### src/rtl/storage_sequencer_pkg.sv
// Shared constants and state encoding for the per-event storage sequencer.
package storage_sequencer_pkg;

    localparam int DEF_SSIDBITS      = 12;
    localparam int DEF_MAXHITS       = 256;
    localparam int DEF_CLEAR_TIMEOUT = 1024;

    typedef enum logic [2:0] {
        S_CLEAR      = 3'd0,
        S_WAIT_CLEAR = 3'd1,
        S_WRITE      = 3'd2,
        S_READ       = 3'd3,
        S_WAIT_READ  = 3'd4
    } seq_state_e;

endpackage

### src/rtl/storage_sequencer_timeout.sv
// Loadable up-counter with a terminal-count flag; watchdog for the clear phase.
module seq_timeout_counter #(
    parameter int WIDTH    = 10,
    parameter int TERMINAL = 1023
) (
    input  logic clock,
    input  logic reset,
    input  logic load,
    input  logic enable,
    output logic terminal
);

    logic [WIDTH-1:0] count_q, count_d;

    always_comb begin
        count_d = count_q;
        if (load) begin
            count_d = '0;
        end else if (enable) begin
            count_d = count_q + WIDTH'(1);
        end
    end

    always_ff @(posedge clock) begin
        if (reset) begin
            count_q <= '0;
        end else begin
            count_q <= count_d;
        end
    end

    assign terminal = (count_q == WIDTH'(TERMINAL));

endmodule

### src/rtl/storage_sequencer.sv
// Event sequencer for the SSID block-memory storage: clear, write hits, read,
// then start over. Acts as the storage's address source in the event flow.
module storage_sequencer
    import storage_sequencer_pkg::*;
#(
    parameter int SSIDBITS      = DEF_SSIDBITS,
    parameter int MAXHITS       = DEF_MAXHITS,
    parameter int CLEAR_TIMEOUT = DEF_CLEAR_TIMEOUT,
    parameter int HITCNTBITS    = $clog2(MAXHITS + 1)
) (
    input  logic                  clock,
    input  logic                  reset,
    input  logic                  hitValid,
    input  logic [SSIDBITS-1:0]   hitSSID,
    output logic                  hitReady,
    input  logic                  endEvent,
    input  logic                  storageReady,
    input  logic                  readReady,
    output logic                  clearMemory,
    output logic                  readMemory,
    output logic                  newAddress,
    output logic [SSIDBITS-1:0]   SSID,
    output logic [HITCNTBITS-1:0] hitCount,
    output logic                  overflow,
    output logic                  timeoutError,
    output logic                  eventDone,
    output logic                  busy
);

    localparam int TOBITS = $clog2(CLEAR_TIMEOUT + 1);
    localparam logic [HITCNTBITS-1:0] MAX_CNT = HITCNTBITS'(MAXHITS);

    seq_state_e            state_q, state_d;
    logic                  clear_memory_q, clear_memory_d;
    logic                  read_memory_q, read_memory_d;
    logic                  new_address_q, new_address_d;
    logic [SSIDBITS-1:0]   ssid_q, ssid_d;
    logic [HITCNTBITS-1:0] hit_count_q, hit_count_d;
    logic                  overflow_q, overflow_d;
    logic                  timeout_error_q, timeout_error_d;
    logic                  event_done_q, event_done_d;
    logic                  busy_q, busy_d;
    logic                  to_load, to_enable, to_terminal;

    seq_timeout_counter #(
        .WIDTH    (TOBITS),
        .TERMINAL (CLEAR_TIMEOUT - 1)
    ) u_timeout (
        .clock    (clock),
        .reset    (reset),
        .load     (to_load),
        .enable   (to_enable),
        .terminal (to_terminal)
    );

    assign hitReady = (state_q == S_WRITE) && storageReady && (hit_count_q < MAX_CNT);

    always_comb begin
        state_d         = state_q;
        clear_memory_d  = 1'b0;
        read_memory_d   = 1'b0;
        new_address_d   = 1'b0;
        ssid_d          = ssid_q;
        hit_count_d     = hit_count_q;
        overflow_d      = overflow_q;
        timeout_error_d = timeout_error_q;
        event_done_d    = 1'b0;
        to_load         = 1'b1;
        to_enable       = 1'b0;

        case (state_q)
            S_CLEAR: begin
                clear_memory_d = 1'b1;
                hit_count_d    = '0;
                overflow_d     = 1'b0;
                state_d        = S_WAIT_CLEAR;
            end
            S_WAIT_CLEAR: begin
                to_enable = 1'b1;
                to_load   = storageReady || to_terminal;
                if (storageReady) begin
                    state_d = S_WRITE;
                end else if (to_terminal) begin
                    timeout_error_d = 1'b1;
                    state_d         = S_CLEAR;
                end
            end
            S_WRITE: begin
                if (hitValid && hitReady) begin
                    new_address_d = 1'b1;
                    ssid_d        = hitSSID;
                    hit_count_d   = hit_count_q + HITCNTBITS'(1);
                end
                if (hitValid && (hit_count_q == MAX_CNT)) begin
                    overflow_d = 1'b1;
                end
                if (endEvent) begin
                    state_d = S_READ;
                end
            end
            S_READ: begin
                // A write accepted alongside endEvent is already on newAddress
                // this cycle, so a read registered now always lands after it.
                read_memory_d = 1'b1;
                state_d       = S_WAIT_READ;
            end
            S_WAIT_READ: begin
                if (readReady) begin
                    event_done_d = 1'b1;
                    state_d      = S_CLEAR;
                end
            end
            default: state_d = S_CLEAR;
        endcase

        busy_d = (state_d != S_WRITE);
    end

    always_ff @(posedge clock) begin
        if (reset) begin
            state_q         <= S_CLEAR;
            clear_memory_q  <= 1'b0;
            read_memory_q   <= 1'b0;
            new_address_q   <= 1'b0;
            ssid_q          <= '0;
            hit_count_q     <= '0;
            overflow_q      <= 1'b0;
            timeout_error_q <= 1'b0;
            event_done_q    <= 1'b0;
            busy_q          <= 1'b0;
        end else begin
            state_q         <= state_d;
            clear_memory_q  <= clear_memory_d;
            read_memory_q   <= read_memory_d;
            new_address_q   <= new_address_d;
            ssid_q          <= ssid_d;
            hit_count_q     <= hit_count_d;
            overflow_q      <= overflow_d;
            timeout_error_q <= timeout_error_d;
            event_done_q    <= event_done_d;
            busy_q          <= busy_d;
        end
    end

    assign clearMemory  = clear_memory_q;
    assign readMemory   = read_memory_q;
    assign newAddress   = new_address_q;
    assign SSID         = ssid_q;
    assign hitCount     = hit_count_q;
    assign overflow     = overflow_q;
    assign timeoutError = timeout_error_q;
    assign eventDone    = event_done_q;
    assign busy         = busy_q;

endmodule

### config.mk
export PLATFORM = sky130hd
export DESIGN_NAME = storage_sequencer
export DESIGN_NICKNAME = d
export VERILOG_FILES = /design/src/rtl/storage_sequencer_pkg.sv /design/src/rtl/storage_sequencer_timeout.sv /design/src/rtl/storage_sequencer.sv
export SDC_FILE = /design/constraint.sdc
export NUM_CORES = 1
export LEC_CHECK = 0
export BUFFER_PORTS_ARGS = -buffer_cell sky130_fd_sc_hd__buf_2
export CELL_PAD_IN_SITES_DETAIL_PLACEMENT = 1
export CELL_PAD_IN_SITES_GLOBAL_PLACEMENT = 2
export CORE_UTILIZATION = 34
export CTS_BUF_LIST = sky130_fd_sc_hd__clkbuf_8
export DETAILED_ROUTE_END_ITERATION = 6
export PLACE_DENSITY = 0.95
export SYNTH_ARGS = -nofsm -noshare
export SYNTH_HDL_FRONTEND = slang
export SYNTH_HIERARCHICAL = 1
export SYNTH_SLANG_ARGS = --single-unit
### constraint.sdc
create_clock -name clock -period 2.6 [get_ports clock]
set_input_delay 0.65 -clock clock [delete_from_list [all_inputs] [get_ports clock]]
set_output_delay 0.65 -clock clock [all_outputs]
set_load 0.01 [all_outputs]
-- After elaboration in Yosys (flattened, before gate mapping)
Index checks and enable logic that the tools add are counted.
- logic and storage cells: 55
- flip-flop bits (word level): 42
- output and inout port bits: 29
- reduce and logical (&&, ||, !) cells: 14
- order comparisons: 1
- add/sub/neg operators: 2
- muxes and demuxes: 15
- equality and inequality tests: 9
- bitwise operators: 3
- operators with widths (operator ; count):
    one-hot mux 9 bit (2 select lines) ; 1
    one-hot mux 3 bit (5 select lines) ; 1
    2-to-1 mux 3 bit ; 4
    adder 11 x 1 -> 11 bit, second input constant ; 1
    equality test 11 x 10 -> 1 bit, second input constant ; 1
    adder 9 x 1 -> 9 bit, second input constant ; 1
    equality test 9 bit, second input constant ; 1
    less-than comparator 9 bit, second input constant ; 1
    2-to-1 mux 9 bit ; 1
    2-to-1 mux 1 bit ; 7
    equality test 3 x 2 -> 1 bit, second input constant ; 2
    AND reduction 2 bit ; 3
    OR reduction 2 bit ; 3
    logical AND 1 bit ; 4
    inequality test 2 x 1 -> 1 bit, second input constant ; 2
    equality test 3 x 1 -> 1 bit, second input constant ; 1
    equality test 3 bit, second input constant ; 1
    logical NOT 3 bit ; 1
    inequality test 3 x 2 -> 1 bit, second input constant ; 1
    inverter 1 bit ; 3
    AND reduction 3 bit ; 1
    one-hot mux 1 bit (2 select lines) ; 1
    nonzero test 2 bit ; 1
    logical OR 1 bit ; 1

-- Logic depth before layout (Yosys ltp)
Gate-level depths: netlist (run 1).
- depth after elaboration: 6
- mapped depth: 8

-- By module
The synthesis (run 1) kept the hierarchy.
- by module, submodules not included (module ; sequential area each (um^2) ; cells each ; times used ; area an instance (um^2)):
    storage_sequencer ; 620.6 ; 153 ; 1 ; 1300.0
    seq_timeout_counter ; 220.2 ; 58 ; 1 ; 523.0

-- Worst setup path after synthesis (run 1)
OpenSTA, ideal clock, no wires.
- kind: input-to-output
- start point: in storageReady
- end point: out hitReady
- required time: 1.950 ns
- arrival: 1.087 ns
- slack: 0.863 ns
- stages on the path: 2
- path through: inv_1 > nor4_1
- word-level cells in the longest chain between the ends: 2
- RTL lines (element ; line ; RTL):
    from (decl) ; storage_sequencer.sv:17 ; input logic storageReady,
    logical AND 1 bit (2 in series) ; storage_sequencer.sv:56 ; assign hitReady = (state_q == S_WRITE) && storageReady && (hit_count_q < MAX_CNT);
    to (decl) ; storage_sequencer.sv:15 ; output logic hitReady,
No other way between the ends.

-- Worst setup path after layout (run 1)
- start point: reg state_q[0]
- end point: out hitReady
- word-level cells in the longest chain between the ends: 3
- RTL lines (element ; line ; RTL):
    from (decl) ; storage_sequencer.sv:33 ; seq_state_e state_q, state_d;
    from (signal assigned) ; storage_sequencer.sv:132 ; state_q <= state_d;
    equality test 3 x 2 -> 1 bit ; storage_sequencer.sv:56 ;
    logical AND 1 bit (2 in series) ; storage_sequencer.sv:56 ;
No other way between the ends.

==> results by group, run 1 <==
GRT
  • Vias in the first global route: 1629
  • Total GRT Usage: 17.1%
  • Initial antenna violation count: 0
  • Largest net degree at the start of global routing: 32
  • Grt ovf: 0
  • First-pass GRT wire length: 7350 µm

Setup path
  • Crit-path cells: nand2b_2, nor4_1, buf_2
  • Worst Setup SP: state_q[0]$_SDFF_PP0_
  • Crit path kind: reg -> out
  • Crit Reg-Reg Startpoint: u_timeout/count_q[0]$_SDFFE_PP0P_
  • Buf/Inv on CP: 1
  • R2R cell count: 8
  • FF-to-FF setup slack: ~0.64 ns
  • CP required: 1.95 ns
  • CP arrival: about 1.4 ns
  • Critical-path top delay cell: dfxtp_1
  • CP startpoint kind: register
  • Top delay family on crit path: simple AND/OR/NAND/NOR gates
  • CP peak stage delay: 0.42 ns
  • RR Endpoint: u_timeout/count_q[9]$_SDFFE_PP0P_
  • Crit path max fanout: 11
  • Crit path capture type: primary output

Detailed routing
  • WL/cell: 13.4 µm
  • WL final: ~4400 µm
  • DRC violations left: 0
  • TritonRoute pass-1 iters: 4
  • Vias per cell: 5.10
  • Initial DRC count: 45
  • Final ANT Viol Nets: 0
  • DR vias: 1669

Power
  • Tot Pwr: 1.20 mW
  • VDD IR max: around 0.18 mV
  • Pwr dens: 548 nW/µm²
  • Leakage Power: 0.906 nW

Timing
  • Setup total negative slack: 0 ns
  • Rel. slew slack: 61.5%
  • Hold Vio Cnt, Final: 0
  • Fin crit period: 2.05 ns
  • # setup viols final: 0
  • Fmax: 0.487 GHz
  • Tcrit/Tclk final: 78.9%
  • Worst Tran Pin Value: 0.578 ns
  • RSZ-0062 raised after global routing: no
  • Clock skew: 0.00653 ns
  • Fin. max-slew vios: 0

Job
  • Max cap viols: 0

Floorplan
  • Initial Util: 35.5%
  • Core footprint: 5140 µm²
  • # IOs: 47
  • Area of the die: approximately 5700 µm²
  • Die span in y: 75.2 µm
  • Std-Cell Rows: 26
  • Die Wd: 75.2 µm

CTS
  • Clock transition at path regs: 0.08 ns
  • CTS buffer count: 5
  • Post-CTS Repair Setup Buffers: 0
  • H-tree depth: 2
  • CTS root buf: clkbuf_8
  • Clk buf depth: 2
  • Post_cts resized: 0
  • CTS tree: done
  • Num Clock Sinks: 42
  • Hold buffers post-CTS: 0
  • Insertion delay to the later sink of the worst-skew pair: 0.30 ns

Synthesis
  • Seq/Total Area, Yosys: 46.1%
  • Syn Std Cell Area: about 1800 µm²
  • Synth top cells by count: dfxtp_1 (42), nand2_1 (33), a21oi_1 (22)
  • Syn avg cell area: between 8 and 9 µm²
  • Synth Register Bits: between 40 and 50
  • Synthesized instance count: 211
  • Share of the synthesized area in the top cell type: 46.1%
  • Most used DFF post-synth: dfxtp_1
  • Most common cell in the synthesized netlist: dfxtp_1
  • Post-Syn Nets: ~230
  • Number of synthesized flops with an enable pin: 0
  • Ys Warns: 6
  • Synth unique cells: 45
  • Ys async rst share: 0%
  • Post-synth top area cell: dfxtp_1
  • Top post-synthesis cells by area: dfxtp_1 (46%), nand2_1 (6.8%), a21oi_1 (6.0%)

Cells and area
  • Synthesis-to-layout area growth: 20.2%
  • Layout cells sized above 1: 24.9%
  • Final-stage net count: 277
  • # diodes: 0

Min path
  • Worst hold start: SSID[11]$_SDFFE_PP0P_
  • End of the worst hold path: SSID[11]$_SDFFE_PP0P_
  • Worst Hold Class: reg -> reg
  • WHS Path Cells: 2

Outcome
  • Outcome: finished, final reports clean

Placement
  • Gpl congestion: 0.783
  • Port bufs: 46
  • Final HPWL DP: 3200 µm
==> through the flow <==
step           setup WS (ns)  utilization (%)  instances  instance area, µm²  hold slack, ns
3_5_place_dp           0.564             40.8        319                2100           0.447
4_1_cts                0.524             42.6        327                2190           0.460
2_1_floorplan          0.863                -        211                1820           0.449
6_report               0.548             42.6        327                2190           0.460
5_1_grt                0.484             42.6        327                2190           0.475
3_3_place_gp           0.595             40.8        319                2100           0.444
==> report_power, final <==
| group | internal (mW) | total, mW | leakage [nW] | switching, mW |
|---|---|---|---|---|
| Combinational | 0.0351 | 0.0876 | 0.519 | 0.0524 |
| Sequential | 0.652 | 0.663 | 0.340 | 0.0113 |
| Clock | 0.214 | 0.449 | 0.0472 | 0.235 |
==> how the worst max path moves through the flow <==
| stage | cells after the start | end |
|---|---|---|
| 6_report | 3 | hitReady |
| 2_1_floorplan | 2 | hitReady |
| 4_1_cts | 3 | hitReady |
| 3_3_place_gp | 5 | hitCount[3]$_SDFFE_PP0P_ |
| 3_5_place_dp | 5 | hitCount[3]$_SDFFE_PP0P_ |
| 5_1_grt | 3 | hitReady |
==> worst reg2reg max path, stage by stage (launching register included) <==
cell and delay [ns]:
dfxtp_1 0.40, ha_1 0.21, inv_1 0.05, nor4_1 0.42, nor2_1 0.10, nand2_1 0.08, or2_2 0.25, nor2_1 0.06
mux2_1 0.29
==> logic make-up after synthesis <==
family	after synthesis	synth area share (%)
DFF	42	46.1
buffers and inverters	19	4.94
adders and majority gates	3	2.06
and+or+nand+nor	95	27.9
AOI/OAI and AO/OA	46	15.9
xor gates and xnor gates	4	1.92
muxes	2	1.17
==> cells in the final DEF (no fill, tap or decap), types with 2 or more instances in the layout <==
| master | instances |
|---|---|
| nor3b_1 | 2 |
| nor4b_1 | 2 |
| o21ai_0 | 4 |
| xor2_1 | 2 |
| a21oi_1 | 22 |
| dfxtp_1 | 42 |
| a211o_1 | 3 |
| ha_1 | 3 |
| nor3_1 | 3 |
| nand2_1 | 33 |
| inv_1 | 9 |
| xnor2_1 | 2 |
| o22ai_1 | 2 |
| nand3_1 | 6 |
| nand3b_1 | 2 |
| and3_1 | 3 |
| or3_1 | 4 |
| clkbuf_8 | 6 |
| nor2_1 | 16 |
| buf_2 | 46 |
| nor4_1 | 6 |
| o31ai_1 | 5 |
| nand4_2 | 2 |
| a21o_1 | 3 |
| nand4_1 | 5 |
| or4_1 | 3 |
==> per-layer routing <==
layer / share of wire [%] / wire, µm / track usage [%] / vias up
met5: 0 / 0 / 0 / -
met4: 1.2 / 51 / 4.94 / 0
met3: 3.9 / 169 / 5.22 / 5
met2: 46 / 2040 / 29.4 / 29
met1: 49 / 2130 / 20.6 / 795
li1: - / - / - / 840
==> flip-flops by register name (all words and copies together) (netlist names) <==
register,flops
SSID,12
busy,1
eventDone,1
newAddress,1
timeoutError,1
state_q,3
u_timeout/count_q,11
readMemory,1
hitCount,9
clearMemory,1
overflow,1
==> cell type report <==
| class | count | area, µm² |
|---|---|---|
| Clock buffer | 6 | 82.6 |
| Clock inverter | 2 | 12.5 |
| Fill cell | 671 | 2950 |
| Inverter | 10 | 37.5 |
| Multi-Input combinational cell | 150 | 892 |
| Sequential cell | 42 | 841 |
| Tap cell | 70 | 87.6 |
| Timing Repair Buffer | 47 | 238 |
Power figures use the tool's default switching activity.
==> run 2, diff against run 1 <==
--- a/config.mk
+++ b/config.mk
@@ -8,10 +8,10 @@
 export BUFFER_PORTS_ARGS = -buffer_cell sky130_fd_sc_hd__buf_2
 export CELL_PAD_IN_SITES_DETAIL_PLACEMENT = 1
 export CELL_PAD_IN_SITES_GLOBAL_PLACEMENT = 2
-export CORE_UTILIZATION = 34
+export CORE_UTILIZATION = 31
 export CTS_BUF_LIST = sky130_fd_sc_hd__clkbuf_8
 export DETAILED_ROUTE_END_ITERATION = 6
-export PLACE_DENSITY = 0.95
+export PLACE_DENSITY = 0.91
 export SYNTH_ARGS = -nofsm -noshare
 export SYNTH_HDL_FRONTEND = slang
 export SYNTH_HIERARCHICAL = 1
==> constraint.sdc (replaced) <==
create_clock -name clock -period 2.1 [get_ports clock]
set_input_delay 0.525 -clock clock [delete_from_list [all_inputs] [get_ports clock]]
set_output_delay 0.525 -clock clock [all_outputs]
set_load 0.01 [all_outputs]
==> results by group, run 2 (synthesized netlist as in run 1, its figures left out) <==
Cells and area
  • Post-Layout Inst Area: 2250 µm² (+2.5%)
  • # diodes: 0 (unchanged)
  • Final-stage net count: 284 (+2.5%)
  • Most frequent cells in the layout: buf_2 (46), dfxtp_1 (42), nand2_1 (33)
  • Synthesis-to-layout area growth: 23.2%
  • Commonest non-fill, non-tap cell in the layout: buf_2
  • Largest register FFs: 12 (unchanged)
  • FILL cells: 703 (+4.8%)
  • Post-layout util: 40.3% (-2.3 points)
  • Layout cells sized above 1: 26.9% (+2.0 points)

Floorplan
  • Core footprint: 5570 µm² (+8.4%)
  • Initial Util: 32.7% (-2.8 points)
  • Area of the die: 6190 µm² (+9.4%)
  • Die Wd: 78.7 µm (+4.6%)
  • # IOs: 47 (unchanged)
  • Std-Cell Rows: 27 (+3.8%)
  • Die span in y: 78.7 µm (+4.6%)

Outcome
  • Outcome: finished, final reports clean

Timing
  • Clock skew: 0.0127 ns (+0.00618 ns)
  • Worst setup margin: 0.142 ns (-0.405 ns)
  • Rel. slew slack: 69.0% (+7.5 points)
  • RSZ-0062 raised after global routing: no
  • Fin crit period: 1.96 ns
  • Fin. max-slew vios: 0 (unchanged)
  • Setup total negative slack: 0 ns (unchanged)
  • # setup viols final: 0 (unchanged)
  • Worst Tran Pin Value: 0.461 ns (-0.117 ns)
  • Tcrit/Tclk final: around 93%
  • Hold Vio Cnt, Final: 0 (unchanged)
  • Fmax: 0.511 GHz

Power
  • Leakage Power: 0.941 nW (+3.9%)
  • VDD IR max: 0.433 mV (+140%)
  • Pwr dens: 666 nW/µm² (+22%)

CTS
  • Hold buffers post-CTS: 0 (unchanged)
  • CTS root buf: clkbuf_8
  • Clk buf depth: 2 (unchanged)
  • Clock transition at path regs: 0.09 ns (about the same)
  • CTS buffer count: 5 (unchanged)
  • Post-CTS Repair Setup Buffers: 0 (unchanged)
  • Post_cts resized: 0 (unchanged)
  • CTS tree: done
  • Insertion delay to the later sink of the worst-skew pair: 0.29 ns (about the same)
  • Num Clock Sinks: 42 (unchanged)
  • H-tree depth: 2 (unchanged)

Placement
  • Final HPWL DP: 3410 µm (+6.3%)
  • Gpl congestion: 0.809 (+3.3%)
  • Place WS: 0.261 ns (-0.303 ns)
  • Port bufs: 46 (unchanged)
  • Dpl cell area: 2150 µm² (+2.6%)

GRT
  • Vias in the first global route: 1725 (+5.9%)
  • Largest net degree at the start of global routing: 17 (-47%)
  • Grt ovf: 0 (unchanged)
  • Total GRT Usage: 15.8% (-1.2 points)
  • First-pass GRT wire length: 7770 µm (+5.7%)
  • Initial antenna violation count: 0 (unchanged)

Setup path
  • CP startpoint kind: register
  • CP arrival: 1.43 ns (+0.03 ns)
  • CP required: 1.57 ns (-0.38 ns)
  • R2R cell count: 8 (unchanged)
  • Crit path capture type: primary output
  • Crit path kind: reg -> out
  • Crit path max fanout: 10 (-1)

Detailed routing
  • TritonRoute pass-1 iters: 4 (unchanged)
  • DRC violations left: 0 (unchanged)
  • DR vias: 1667 (-0.12%)
  • Vias per cell: 4.96 (-2.8%)
  • WL final: 4540 µm (+3.5%)
  • Initial DRC count: 33 (-27%)
  • Final ANT Viol Nets: 0 (unchanged)
  • WL/cell: 13.5 µm (+0.71%)

Min path
  • Worst Hold Class: reg -> reg
  • WHS Path Cells: 2 (unchanged)

Job
  • Max cap viols: 0 (unchanged)
## run 2: through the flow
step	hold WS, ns	total power [mW]	std cells
after floorplan	0.449	0.914	211
after global placement	0.447	0.962	328
after detailed placement	0.451	0.964	328
after CTS	0.459	1.51	336
after global routing	0.462	1.58	336
final	0.458	1.50	336
## run 2: area by class of cell
| cell class | count | area [µm²] | share of cell area [%] |
|---|---|---|---|
| Sequential cell | 42 | 841 | 37.4 |
| Clock buffer | 6 | 82.6 | 3.68 |
| Tap cell | 72 | 90.1 | 4.01 |
| Clock inverter | 2 | 12.5 | 0.557 |
| Timing Repair Buffer | 54 | 290 | 12.9 |
| Inverter | 10 | 37.5 | 1.67 |
| Multi-Input combinational cell | 150 | 892 | 39.7 |
## run 2: final timing paths
check / from / end / slack (ns)
min: SSID[0]$_SDFFE_PP0P_ / SSID[0]$_SDFFE_PP0P_ / 0.46
max: state_q[0]$_SDFF_PP0_ / hitReady / 0.14
max reg2reg: u_timeout/count_q[0]$_SDFFE_PP0P_ / u_timeout/count_q[9]$_SDFFE_PP0P_ / 0.26
min reg2reg: SSID[0]$_SDFFE_PP0P_ / SSID[0]$_SDFFE_PP0P_ / 0.46
## run 2: power by group
group,switching [mW],total [mW],internal [mW],leakage (nW)
logic,0.0764,0.131,0.0547,0.554
registers,0.00563,0.813,0.808,0.340
clock network,0.286,0.551,0.265,0.0472
total,0.368,1.50,1.13,0.941
## run 2: metal layers
metal  GRT usage, %  up-vias  wire (µm)
met2           29.9       25       2350
li1               -      850          -
met4           4.44        0         47
met3           3.26        6        148
met5              0        -          0
met1           17.6      786       1990
## run 2: critical path: stages, from the launching register on
cell      delay (ns)
dfxtp_1         0.32
buf_4           0.16
nand2b_2        0.23
nor4_1          0.23
buf_2           0.19
